===== config.mk =====
export PLATFORM = sky130hd
export DESIGN_NAME = edf_arbiter_flat
export DESIGN_NICKNAME = d
export VERILOG_FILES = /design/src/rtl/edf_arbiter_if.sv /design/src/rtl/edf_arbiter.sv /design/src/flat_wrapper.sv
export SDC_FILE = /design/constraint.sdc
export NUM_CORES = 1
export LEC_CHECK = 0
export ABC_AREA = 1
export CAP_MARGIN = 5
export CORE_AREA = 4 4 233 235
export CTS_BUF_LIST = sky130_fd_sc_hd__clkbuf_4
export DETAILED_ROUTE_END_ITERATION = 7
export DIE_AREA = 0 0 237 239
export HOLD_SLACK_MARGIN = 0.05
export SLEW_MARGIN = 20
export SYNTH_ARGS = -nofsm -noshare
export SYNTH_HDL_FRONTEND = slang
export SYNTH_SLANG_ARGS = --single-unit
export TNS_END_PERCENT = 1

===== constraint.sdc =====
create_clock -name clk_i -period 3.44 [get_ports clk_i]
set_clock_uncertainty 0.1 [all_clocks]
set_input_delay 0.344 -clock clk_i [delete_from_list [all_inputs] [get_ports clk_i]]
set_output_delay 0.344 -clock clk_i [all_outputs]
set_load 0.05 [all_outputs]

===== src/rtl/edf_arbiter_if.sv =====
// Gateway/core-facing bundle of the EDF arbiter: pending flags and deadlines in,
// claimed winner and clear pulse out.
interface edf_arbiter_if #(
   parameter int NrSrc   = 8,
   parameter int TsWidth = 64
);
   localparam int IdWidth = $clog2(NrSrc);

   logic                            enable_i;
   logic [NrSrc-1:0]                ip_i;
   logic [NrSrc-1:0][TsWidth-1:0]   dl_i;
   logic                            claim_i;
   logic                            irq_valid_o;
   logic [IdWidth-1:0]              irq_id_o;
   logic [TsWidth-1:0]              irq_dl_o;
   logic [NrSrc-1:0]                clear_o;

   modport master (
      output enable_i, ip_i, dl_i, claim_i,
      input  irq_valid_o, irq_id_o, irq_dl_o, clear_o
   );

   modport slave (
      input  enable_i, ip_i, dl_i, claim_i,
      output irq_valid_o, irq_id_o, irq_dl_o, clear_o
   );
endinterface


===== src/rtl/edf_arbiter.sv =====
// Earliest-deadline-first selector: scans one source per cycle, commits the
// smallest pending deadline every NrSrc+1 cycles and handles the claim/clear.
module edf_arbiter #(
   parameter int NrSrc   = 8,
   parameter int TsWidth = 64
) (
   input logic          clk_i,
   input logic          rst_i,
   edf_arbiter_if.slave bus
);
   localparam int IdWidth = $clog2(NrSrc);

   typedef enum logic [1:0] {IDLE, SCAN, COMMIT} state_e;

   state_e               state_q, state_d;
   logic [IdWidth-1:0]   idx_q, idx_d;
   logic                 found_q, found_d;
   logic [IdWidth-1:0]   best_id_q, best_id_d;
   logic [TsWidth-1:0]   best_dl_q, best_dl_d;
   logic [NrSrc-1:0]     mask_q, mask_d;
   logic                 valid_q, valid_d;
   logic [IdWidth-1:0]   id_q, id_d;
   logic [TsWidth-1:0]   dl_q, dl_d;
   logic [NrSrc-1:0]     clear_q, clear_d;

   logic take, last, claim_ok;

   always_comb begin
      state_d   = state_q;
      idx_d     = idx_q;
      found_d   = found_q;
      best_id_d = best_id_q;
      best_dl_d = best_dl_q;
      mask_d    = mask_q;
      valid_d   = valid_q;
      id_d      = id_q;
      dl_d      = dl_q;
      clear_d   = '0;

      last     = (idx_q == IdWidth'(NrSrc-1));
      // found is always cleared on entry to idx 0, so it only reflects this pass
      take     = bus.ip_i[idx_q] && !mask_q[idx_q] &&
                 (!found_q || (bus.dl_i[idx_q] < best_dl_q));
      claim_ok = bus.claim_i && valid_q && (state_q != IDLE);

      if (!bus.enable_i) begin
         state_d = IDLE;
         idx_d   = '0;
         found_d = 1'b0;
         mask_d  = '0;
         valid_d = 1'b0;
      end else if (claim_ok) begin
         // Claim beats a coincident COMMIT: clear the presented id and rescan without it
         clear_d = NrSrc'(1) << id_q;
         mask_d  = NrSrc'(1) << id_q;
         valid_d = 1'b0;
         state_d = SCAN;
         idx_d   = '0;
         found_d = 1'b0;
      end else begin
         case (state_q)
            IDLE: begin
               state_d = SCAN;
               idx_d   = '0;
               found_d = 1'b0;
            end
            SCAN: begin
               if (take) begin
                  found_d   = 1'b1;
                  best_id_d = idx_q;
                  best_dl_d = bus.dl_i[idx_q];
               end
               if (last) state_d = COMMIT;
               else      idx_d   = idx_q + 1'b1;
            end
            COMMIT: begin
               valid_d = found_q && bus.ip_i[best_id_q];
               id_d    = best_id_q;
               dl_d    = best_dl_q;
               mask_d  = '0;
               state_d = SCAN;
               idx_d   = '0;
               found_d = 1'b0;
            end
            default: state_d = IDLE;
         endcase
      end
   end

   always_ff @(posedge clk_i) begin
      if (rst_i) begin
         state_q   <= IDLE;
         idx_q     <= '0;
         found_q   <= 1'b0;
         best_id_q <= '0;
         best_dl_q <= '0;
         mask_q    <= '0;
         valid_q   <= 1'b0;
         id_q      <= '0;
         dl_q      <= '0;
         clear_q   <= '0;
      end else begin
         state_q   <= state_d;
         idx_q     <= idx_d;
         found_q   <= found_d;
         best_id_q <= best_id_d;
         best_dl_q <= best_dl_d;
         mask_q    <= mask_d;
         valid_q   <= valid_d;
         id_q      <= id_d;
         dl_q      <= dl_d;
         clear_q   <= clear_d;
      end
   end

   assign bus.irq_valid_o = valid_q;
   assign bus.irq_id_o    = id_q;
   assign bus.irq_dl_o    = dl_q;
   assign bus.clear_o     = clear_q;
endmodule


===== src/flat_wrapper.sv =====
// flat-port wrapper written by rule: the top's interface ports become plain ports
module edf_arbiter_flat 
#(
   parameter int NrSrc   = 8,
   parameter int TsWidth = 64
)
  (clk_i, rst_i, bus_enable_i, bus_ip_i, bus_dl_i, bus_claim_i, bus_irq_valid_o, bus_irq_id_o, bus_irq_dl_o, bus_clear_o);
  edf_arbiter_if #(.NrSrc(NrSrc), .TsWidth(TsWidth)) bus_i ();
  input logic clk_i;
  input logic rst_i;
  input wire logic [$bits(bus_i.enable_i)-1:0] bus_enable_i;
  input wire logic [$bits(bus_i.ip_i)-1:0] bus_ip_i;
  input wire logic [$bits(bus_i.dl_i)-1:0] bus_dl_i;
  input wire logic [$bits(bus_i.claim_i)-1:0] bus_claim_i;
  output wire logic [$bits(bus_i.irq_valid_o)-1:0] bus_irq_valid_o;
  output wire logic [$bits(bus_i.irq_id_o)-1:0] bus_irq_id_o;
  output wire logic [$bits(bus_i.irq_dl_o)-1:0] bus_irq_dl_o;
  output wire logic [$bits(bus_i.clear_o)-1:0] bus_clear_o;
  assign bus_i.enable_i = bus_enable_i;
  assign bus_i.ip_i = bus_ip_i;
  assign bus_i.dl_i = bus_dl_i;
  assign bus_i.claim_i = bus_claim_i;
  assign bus_irq_valid_o = bus_i.irq_valid_o;
  assign bus_irq_id_o = bus_i.irq_id_o;
  assign bus_irq_dl_o = bus_i.irq_dl_o;
  assign bus_clear_o = bus_i.clear_o;
  edf_arbiter #(.NrSrc(NrSrc), .TsWidth(TsWidth)) u_core (.clk_i(clk_i), .rst_i(rst_i), .bus(bus_i));
endmodule

# --- Word level (Yosys, flattened, before mapping) ---
# Index checks and enable logic that the tools add are counted.
op_classes:
  add_sub_neg: 1
  n_div: 0
  n_eq_ne: 7
  order_cmp: 3
  n_mux: 17
  shifts: 1
  n_reduce_logical: 20
  n_mul: 0
  n_bitwise: 2
op_table:
  columns: ["cell", "count"]
  rows:
  - ["binary-select mux 64 bit (select 3 bit)", 1]
  - ["< comparator 64 bit", 1]
  - ["two-way mux 64 bit", 1]
  - ["two-way mux 8 bit", 2]
  - ["binary-select mux 1 bit (select 3 bit)", 3]
  - ["< comparator 3 x 4 -> 1 bit (second input constant)", 2]
  - ["left shift 1 x 3 -> 8 bit (first input constant)", 1]
  - ["one-hot mux 3 bit (2 select lines)", 1]
  - ["nonzero test 2 bit", 3]
  - ["OR reduction 3 bit", 2]
  - ["logical AND 1 bit", 5]
  - ["two-way mux 1 bit", 5]
  - ["!= test 2 x 1 -> 1 bit (second input constant)", 2]
  - ["one-hot mux 2 bit (2 select lines)", 1]
  - ["AND reduction 2 bit", 2]
  - ["AND reduction 4 bit", 1]
  - ["OR reduction 2 bit", 2]
  - ["adder 3 x 1 -> 3 bit (second input constant)", 1]
  - ["== test 3 bit (second input constant)", 1]
  - ["two-way mux 3 bit", 1]
  - ["!= test 3 x 1 -> 1 bit (second input constant)", 1]
  - ["AND reduction 3 bit", 1]
  - ["== test 2 x 1 -> 1 bit (second input constant)", 1]
  - ["== test 2 bit (second input constant)", 1]
  - ["7 further kinds", 9]
word_totals:
  mem_bits_ro: 0
  latchBits: 0
  mem_bits_rw: 0
  memories: 0
  inputBits: 524
  reg_bits: 157
  output_inout_bits: 76

# --- Logic depth before layout (Yosys ltp) ---
# Gate-level depths: netlist of run 1.
depth:
  ltp_word: 7
  mapped_depth: 28
  depth_no_buf: 23

# --- Worst setup path before layout of run 1 ---
# Ideal clock, no wire load.
synth_path:
  path_kind: "register to register"
  start: "reg u_core.idx_q[0]"
  end: "reg u_core.best_dl_q[34]"
  path_stages_with_launch: 24
  required_time_ps: 3230
  path_slack_ps: -32
  arrival_time_ps: 3262
  cell_sequence: "dfxtp_1 inv_1 buf_2 clkbuf_1 clkbuf_1 nor2_1 o22ai_1 nand2_1 o21ai_0 ha_1 a21oi_1 nor2_1 a211oi_1 nor2_1 nor4_1 nand2_1 nand2_1 nand2_1 nand2_2 buf_2 buf_2 nand4_1 nand2_1 nor2_1"
synth_between:
  elab_chain_cells: 6
  word_cells_on_any_way: 12
synth_rtl:
  columns: ["item", "line_no", "source"]
  rows:
  - ["from (decl)", "edf_arbiter.sv:16", "logic [IdWidth-1:0] idx_q, idx_d;"]
  - ["from (signal assigned)", "edf_arbiter.sv:104", "idx_q <= idx_d;"]
  - ["binary-select mux 64 bit (select 3 bit) / binary-select mux 1 bit (select 3 bit) (equally long branches)", "edf_arbiter.sv:43, edf_arbiter.sv:71, edf_arbiter.sv:42", null]
  - ["two-way mux 64 bit (implied by the code) / two-way mux 1 bit (equally long branches)", "edf_arbiter.sv:43, edf_arbiter.sv:71, edf_arbiter.sv:42", null]
  - ["< comparator 64 bit / logical NOT 1 bit (equally long branches)", "edf_arbiter.sv:43, edf_arbiter.sv:42", null]
  - ["logical OR 1 bit / logical AND 1 bit (equally long branches)", "edf_arbiter.sv:43, edf_arbiter.sv:42", null]
  - ["logical AND 1 bit", "edf_arbiter.sv:42", "take = bus.ip_i[idx_q] && !mask_q[idx_q] &&"]
  - ["AND reduction 4 bit (no source line)", null, null]
  - ["to (signal assigned)", "edf_arbiter.sv:107", "best_dl_q <= best_dl_d;"]
  - ["to (decl)", "edf_arbiter.sv:19", "logic [TsWidth-1:0] best_dl_q, best_dl_d;"]
# Several ways; a longest one is shown, not always the timed one. The select of a mux whose other input is x is not followed.
# A chain may end at the register's enable or synchronous reset.

# --- Final worst setup path of run 1 ---
layout_path:
  start: "reg u_core.idx_q[0]"
  end: "reg u_core.best_dl_q[33]"
# Same word-level chain as after synthesis.

==> impl_metrics.py, run 1 <==
metrics = {
    "logic_synthesis": {
        "dominantRegCellSynth": "dfxtp_1",
        "avgSynthCellArea_um2": 5.83,
        "ys_seq_area_frac": 0.257,
        "postSynthCellCount": 2093,
        "synth-edff-count": 0,
        "ys_ff_latch": 157,
        "netlist_area_um2": 12200,
        "syn-num-nets": 2682,
        "ys_types": 31,
        "ys_warn_count": 0,
        "synthArstFlopShare": 0,
    },
    "power_and_ir_drop": {
        "irDropWorstVdd_mv": 0.160,
        "swShare": 0.319,
        "comb_power_share": 0.323,
        "pwr-share-seq": 0.396,
        "intPower_mw": 3.20,
        "p_switching_mw": 1.50,
        "leakage_nw": 9.00,
        "power_mw": 4.70,
        "power.density_nw_per_um2": 226,
        "p_clk_frac": 0.281,
    },
    "clock_tree": {
        "numCtsBuffers": 17,
        "clk_path_buf_depth": 2,
        "cts_max_level": 4,
        "cts_sinks": 157,
        "cts.root.buffer_cell": "clkbuf_4",
        "cts_tree": "yes",
        "clk_pin_slew_ns": 0.17,
        "clk_latency_ns": 0.66,
    },
    "floorplanning": {
        "io_pins": 600,
        "die_area_um2": 56600,
        "initial_core_util": 0.234,
        "rows": 84,
        "die_x_um": 237,
        "coreArea_um2": 52200,
        "die_y_um": 239,
    },
    "global_route": {
        "grt_overflow": 0,
        "antenna_found_initial": 8,
        "grt_pass1_wl_mm": 91.6,
        "grt_max_degree": 71,
        "grt_pass1_vias": 16090,
        "track_usage": 0.206,
    },
    "routing": {
        "vias_per_cell": 4.75,
        "via_count": 16348,
        "drcViolationCount": 1,
        "ant_nets": 0,
        "routedWlPerCell_um": 18.1,
        "drtIter0Drc": 1093,
        "drt-total-wl_mm": 62.1,
        "dr.pass1.iters": 8,
    },
    "sta": {
        "hold_viol_final": 0,
        "tns_ns": -12.78,
        "period_minus_slack_ns": 3.66,
        "max_freq_mhz": 273,
        "worst_slew_pin_slew_ns": 0.758,
        "slew_viol_final": 0,
        "hold-worst-slack_ns": 0.224,
        "setup_viol": 67,
        "worst_slack_ns": -0.220,
        "min_period_over_period": 1.06,
        "relSlewSlack": 0.495,
        "rsz0062_at_grt": "true",
    },
    "place": {
        "dp.cells": 3387,
        "dpl.hpwl_mm": 48.6,
        "place_ws_ns": -0.501,
        "gp_congestion": 0.944,
        "place_area_um2": 20000,
        "numPortBuffers": 599,
    },
    "finish": {
        "layout-drive-gt1-share": 0.0921,
        "finalNetCount": 3324,
        "mostFrequentLayoutCell": "clkdlybuf4s50_1",
        "final_cell_mix": "clkdlybuf4s50_1 (598), nor2_1 (479), o21ai_0 (295), inv_1 (286), nand2_1 (259)",
        "area_delta_synth_final_pct": 70.3,
        "design_area_um2": 20800,
        "instances_no_fill": 3440,
        "utilization": 0.398,
    },
    "run_status": {
        "outcome": "finished, violations left",
        "violations": "design-rule violations, negative setup slack",
    },
    "critical_path": {
        "cp_max_fo": 34,
        "critPathRequiredTime_ns": 3.89,
        "start_kind": "flop",
        "cp.arrival_ns": 4.11,
        "critical_path_class": "flop to flop",
        "cp-end-kind": "flop",
    },
    "min_path": {
        "hold_path.class": "input pin to flop",
    },
    "job": {
        "cap_violations": 0,
    },
}
[worst max-delay path, stage by stage, from the launching register on]
cell and delay (ns):
dfxtp_4 0.48, buf_12 0.17, buf_12 0.14, buf_16 0.18
o21ai_0 0.11, o22ai_1 0.25, inv_1 0.13, o21ai_2 0.14
buf_4 0.13, ha_1 0.12, nand4_1 0.14, nor3_2 0.20
nand2_2 0.10, nor4b_2 0.22, buf_4 0.15, nand2_1 0.05
nand2_1 0.09, nand2_4 0.08, nand3_4 0.10, buf_12 0.13
buf_12 0.14, nand2_1 0.07, inv_2 0.05, nor2_1 0.03
[kinds of logic after synthesis]
family / Yosys count / share of synthesized area
simple gates: 844 / 0.279
compound gates: 580 / 0.256
buf+inv: 447 / 0.141
flops: 157 / 0.257
fa+ha+maj: 65 / 0.0666
[final cells by class]
class	count	area, um2
Fill cell	5469	31400
Clock buffer	17	128
Inverter	291	1120
Antenna cell	4	10.0
Clock inverter	15	186
Multi-Input combinational cell	1489	7530
Timing Repair Buffer	779	7810
Tap cell	688	861
Sequential cell	157	3150
[power groups by stage]
| stage | sequential (mW) | clock (mW) | combinational, mW |
|---|---|---|---|
| after CTS | 1.86 | 1.37 | 1.50 |
| after global routing | 1.86 | 1.45 | 1.66 |
| after global placement | 1.90 | 0 | 1.45 |
| after floorplan | 1.90 | 0 | 0.540 |
| after detailed placement | 1.90 | 0 | 1.47 |
| final | 1.86 | 1.32 | 1.52 |
[path summary, 6_finish.rpt]
check | from | end | slack (ns) | depth (start not counted)
min reg2reg | u_core.mask_q[2]$_SDFFE_PP0P_ | u_core.mask_q[2]$_SDFFE_PP0P_ | 0.40 | 2
max reg2reg | u_core.idx_q[0]$_SDFFE_PP0P_ | u_core.best_dl_q[33]$_SDFFE_PP0P_ | -0.22 | 23
min | bus_enable_i | u_core.state_q[0]$_SDFFE_PP0P_ | 0.22 | 3
max | u_core.idx_q[0]$_SDFFE_PP0P_ | u_core.best_dl_q[33]$_SDFFE_PP0P_ | -0.22 | 23
[metal layers]
layer / global-route usage / wire length, um / part of all wire
met5: 0 / 31 / 0.00050
met4: 0.0596 / 1540 / 0.025
met3: 0.0398 / 3630 / 0.059
met2: 0.351 / 29900 / 0.48
met1: 0.267 / 27000 / 0.43
[flip-flops by register name, summed over array words and instances (netlist names)]
signal                  count
u_core.best_dl_q           64
u_core.mask_q               8
u_core.bus.irq_dl_o        64
u_core.best_id_q            3
u_core.found_q              1
u_core.state_q              2
u_core.bus.irq_valid_o      1
u_core.bus.irq_id_o         3
u_core.idx_q                3
u_core.bus.clear_o          8
[cells in the mapped netlist (all sizes together) (3+ instances only)]
cell type	n	area [um2]
nor2	482	1810
o21ai	328	1640
inv	291	1090
nand2	263	990
dfxtp	157	3140
o22ai	131	820
clkbuf	114	428
a21oi	100	500
nand4	76	475
ha	65	813
buf	42	205
nand3	15	80.1
a211oi	4	30.0
nor3	4	20.0
o221ai	4	35.0
a31oi	3	18.8
o21a	3	22.5
[timing repair]
item                                   CTS  global route
pin swaps                                4            11
setup endpoints to repair               68            68
cloned                                   4             0
hold buffers                             1             0
endpoints found under the hold margin    3             0
resized for setup                       51            31
buffers inserted                        10             2
(Power assumes the default switching activity.)
==> run 2: changes to the inputs <==
--- a/config.mk
+++ b/config.mk
@@ -5,12 +5,11 @@
 export SDC_FILE = /design/constraint.sdc
 export NUM_CORES = 1
 export LEC_CHECK = 0
-export ABC_AREA = 1
 export CAP_MARGIN = 5
-export CORE_AREA = 4 4 233 235
+export CORE_AREA = 4 4 232 234
 export CTS_BUF_LIST = sky130_fd_sc_hd__clkbuf_4
 export DETAILED_ROUTE_END_ITERATION = 7
-export DIE_AREA = 0 0 237 239
+export DIE_AREA = 0 0 236 238
 export HOLD_SLACK_MARGIN = 0.05
 export SLEW_MARGIN = 20
 export SYNTH_ARGS = -nofsm -noshare
==> impl_metrics.py, run 2 <==
metrics = {
    "run_status": {
        "outcome": "finished, violations left",
        "violations": "negative setup slack",
    },
    "sta": {
        "period_minus_slack_ns": 4.21,
        "setup_viol": 67,
        "worst_slew_pin_slew_ns": 0.980,
        "min_period_over_period": 1.22,
        "hold-worst-slack_ns": 0.365,
        "max_freq_mhz": 238,
        "worst_slack_ns": -0.770,
        "rsz0062_at_grt": "true",
        "hold_viol_final": 0,
        "relSlewSlack": 0.347,
        "slew_viol_final": 0,
    },
    "global_route": {
        "antenna_found_initial": 6,
        "grt_overflow": 0,
        "grt_max_degree": 68,
        "grt_pass1_vias": 12914,
        "grt_pass1_wl_mm": 75.8,
        "track_usage": 0.175,
    },
    "finish": {
        "regArea_um2": 3150,
        "final_cell_mix": "clkdlybuf4s50_1 (598), nand2_1 (155), dfxtp_1 (154), a21oi_1 (144), mux4_2 (132)",
        "mostFrequentLayoutCell": "clkdlybuf4s50_1",
        "layout-drive-gt1-share": 0.223,
        "area_delta_synth_final_pct": 77.3,
        "multi_input_area_um2": 7750,
        "finalNetCount": 2376,
        "n_fill_cell": 5118,
    },
    "critical_path": {
        "cp.arrival_ns": 4.60,
        "path_cells": "buf_12 -> clkbuf_16 -> buf_8 -> mux4_2 -> mux2_2 -> ha_1 -> and4_4 -> nor4bb_1 -> a211o_1 -> a2bb2oi_4 -> or4b_4 -> buf_12 -> a21oi_2 -> nor3_1",
        "cp_max_fo": 36,
        "critical_path_class": "flop to flop",
        "start_kind": "flop",
        "critPathRequiredTime_ns": 3.83,
        "cp_slowest_cell": "or4b_4",
        "path_common_cell": "buf_12",
        "cp-end-kind": "flop",
        "slowest_delay_ns": 0.55,
    },
    "routing": {
        "via_count": 11856,
        "vias_per_cell": 4.75,
        "dr_wl_met3_mm": 3.16,
        "top_layer_used": "met5",
        "drcViolationCount": 0,
        "wl_met1_mm": 19.8,
        "dr_wl_met2_mm": 26.7,
        "ant_nets": 0,
        "drtIter0Drc": 511,
        "routedWlPerCell_um": 20.5,
        "drt-total-wl_mm": 51.0,
        "dr.pass1.iters": 4,
    },
    "logic_synthesis": {
        "syn-num-nets": 1736,
        "synth-edff-count": 0,
        "netlist_area_um2": 11100,
        "synth_most_common_cell": "a21oi_1",
        "yosysTopAreaCell": "dfxtp_1",
        "ys_ff_latch": 157,
        "avgSynthCellArea_um2": 9.68,
        "dominantRegCellSynth": "dfxtp_1",
        "ys_seq_area_frac": 0.283,
        "synth_common_cells": "a21oi_1 (163), dfxtp_1 (157), nand2_1 (156)",
        "postSynthCellCount": 1147,
        "synthArstFlopShare": 0,
        "ys_types": 48,
        "ys_warn_count": 0,
        "synth_top_area_share": 0.283,
        "synth_area_leaders": "dfxtp_1 (28%), mux4_2 (27%), a21oi_1 (7.3%)",
    },
    "power_and_ir_drop": {
        "power.density_nw_per_um2": 238,
        "irDropWorstVdd_mv": 0.220,
        "leakage_nw": 6.70,
    },
    "clock_tree": {
        "cts_max_level": 4,
        "clk_pin_slew_ns": 0.15,
        "clk_latency_ns": 0.62,
        "cts_sinks": 157,
        "numCtsBuffers": 17,
        "cts_tree": "yes",
        "cts.root.buffer_cell": "clkbuf_4",
        "clk_path_buf_depth": 2,
    },
    "floorplanning": {
        "coreArea_um2": 52000,
        "initial_core_util": 0.214,
        "io_pins": 600,
        "rows": 84,
        "die_y_um": 238,
        "die_x_um": 236,
        "die_area_um2": 56200,
    },
    "place": {
        "numPortBuffers": 599,
        "gp_congestion": 0.919,
        "dpl.hpwl_mm": 40.0,
        "place_ws_ns": -0.961,
    },
    "min_path": {
        "hold_path.class": "flop to flop",
    },
    "job": {
        "cap_violations": 0,
    },
}
## run 2: cell types whose count changed after synthesis, moves of 8 or more
cell / delta
nor2_1: -464
o21ai_0: -315
inv_1: -224
mux4_2: +132
o22ai_1: -131
nor3_1: +128
nand2_1: -106
nand4_1: -67
mux2_2: +64
a21oi_1: +63
clkbuf_1: -47
buf_2: -9
nor2b_1: +9
a21o_1: +8
## run 2: final cells by class
class | count | area share
Antenna cell | 6 | 0.000762
Sequential cell | 157 | 0.160
Tap cell | 688 | 0.0437
Timing Repair Buffer | 719 | 0.373
Inverter | 64 | 0.0122
Clock inverter | 15 | 0.00947
Clock buffer | 17 | 0.00648
Multi-Input combinational cell | 828 | 0.394
## run 2: metrics by stage
stage | power, mW | TNS [ns] | area [um2] | util | cells
after floorplan | 2.50 | -29.74 | 11500 | - | 1147
after global placement | 3.30 | -60.09 | 18800 | 0.361 | 2435
after detailed placement | 3.33 | -61.23 | 18800 | 0.361 | 2435
after CTS | 4.72 | -51.68 | 19400 | 0.373 | 2482
after global routing | 4.94 | -54.68 | 19700 | 0.378 | 2493
final | 4.68 | -47.82 | 19700 | 0.378 | 2494
## run 2: where the power goes
group	total [mW]	switching, mW	internal [mW]
clock network	1.32	0.801	0.517
logic	1.46	0.488	0.968
registers	1.90	0.0395	1.86
total	4.68	1.33	3.35
## run 2: layer usage
metal | vias to the layer above | global-route usage
li1 | 5569 | -
met1 | 5748 | 0.196
met2 | 467 | 0.328
met3 | 66 | 0.0407
met4 | 6 | 0.0534
met5 | - | 0
## run 2: cells by family (layout without fill, tap and decap cells)
family          count (synthesis)  in the layout  synth area share
simple gates                  358            358             0.150
buf+inv                       162            815            0.0580
xor+xnor                        1              1          0.000789
flops                         157            157             0.283
compound gates                206            206             0.101
fa+ha+maj                      65             65            0.0732
mux                           198            198             0.334
other cells                     0              6                 0
## run 2: critical path: cells and delay by family (launching register included)
kind / cells / cell delay (ns)
simple gates: 4 / 0.96
compound gates: 3 / 0.80
mux: 2 / 0.79
buf+inv: 4 / 0.61
flops: 1 / 0.48
fa+ha+maj: 1 / 0.30
## run 2: final timing paths
check,start,endpoint,slack (ns),depth (start not counted)
setup / recovery,u_core.idx_q[0]$_SDFFE_PP0P_,u_core.best_dl_q[46]$_SDFFE_PP0P_,-0.77,14
hold / removal,u_core.bus.irq_dl_o[8]$_SDFFE_PP0P_,u_core.bus.irq_dl_o[8]$_SDFFE_PP0P_,0.36,2
setup reg to reg,u_core.idx_q[0]$_SDFFE_PP0P_,u_core.best_dl_q[46]$_SDFFE_PP0P_,-0.77,14
hold reg to reg,u_core.bus.irq_dl_o[8]$_SDFFE_PP0P_,u_core.bus.irq_dl_o[8]$_SDFFE_PP0P_,0.36,2
## run 2: repair_timing
action                                  in CTS  in global routing
endpoints found under the setup margin      67                 67
hold buffers                                 1                  0
resized for setup                           16                 38
buffers inserted                            11                  6
gates cloned                                 3                  1
pin swaps                                    6                 12
hold endpoints to repair                    22                  0
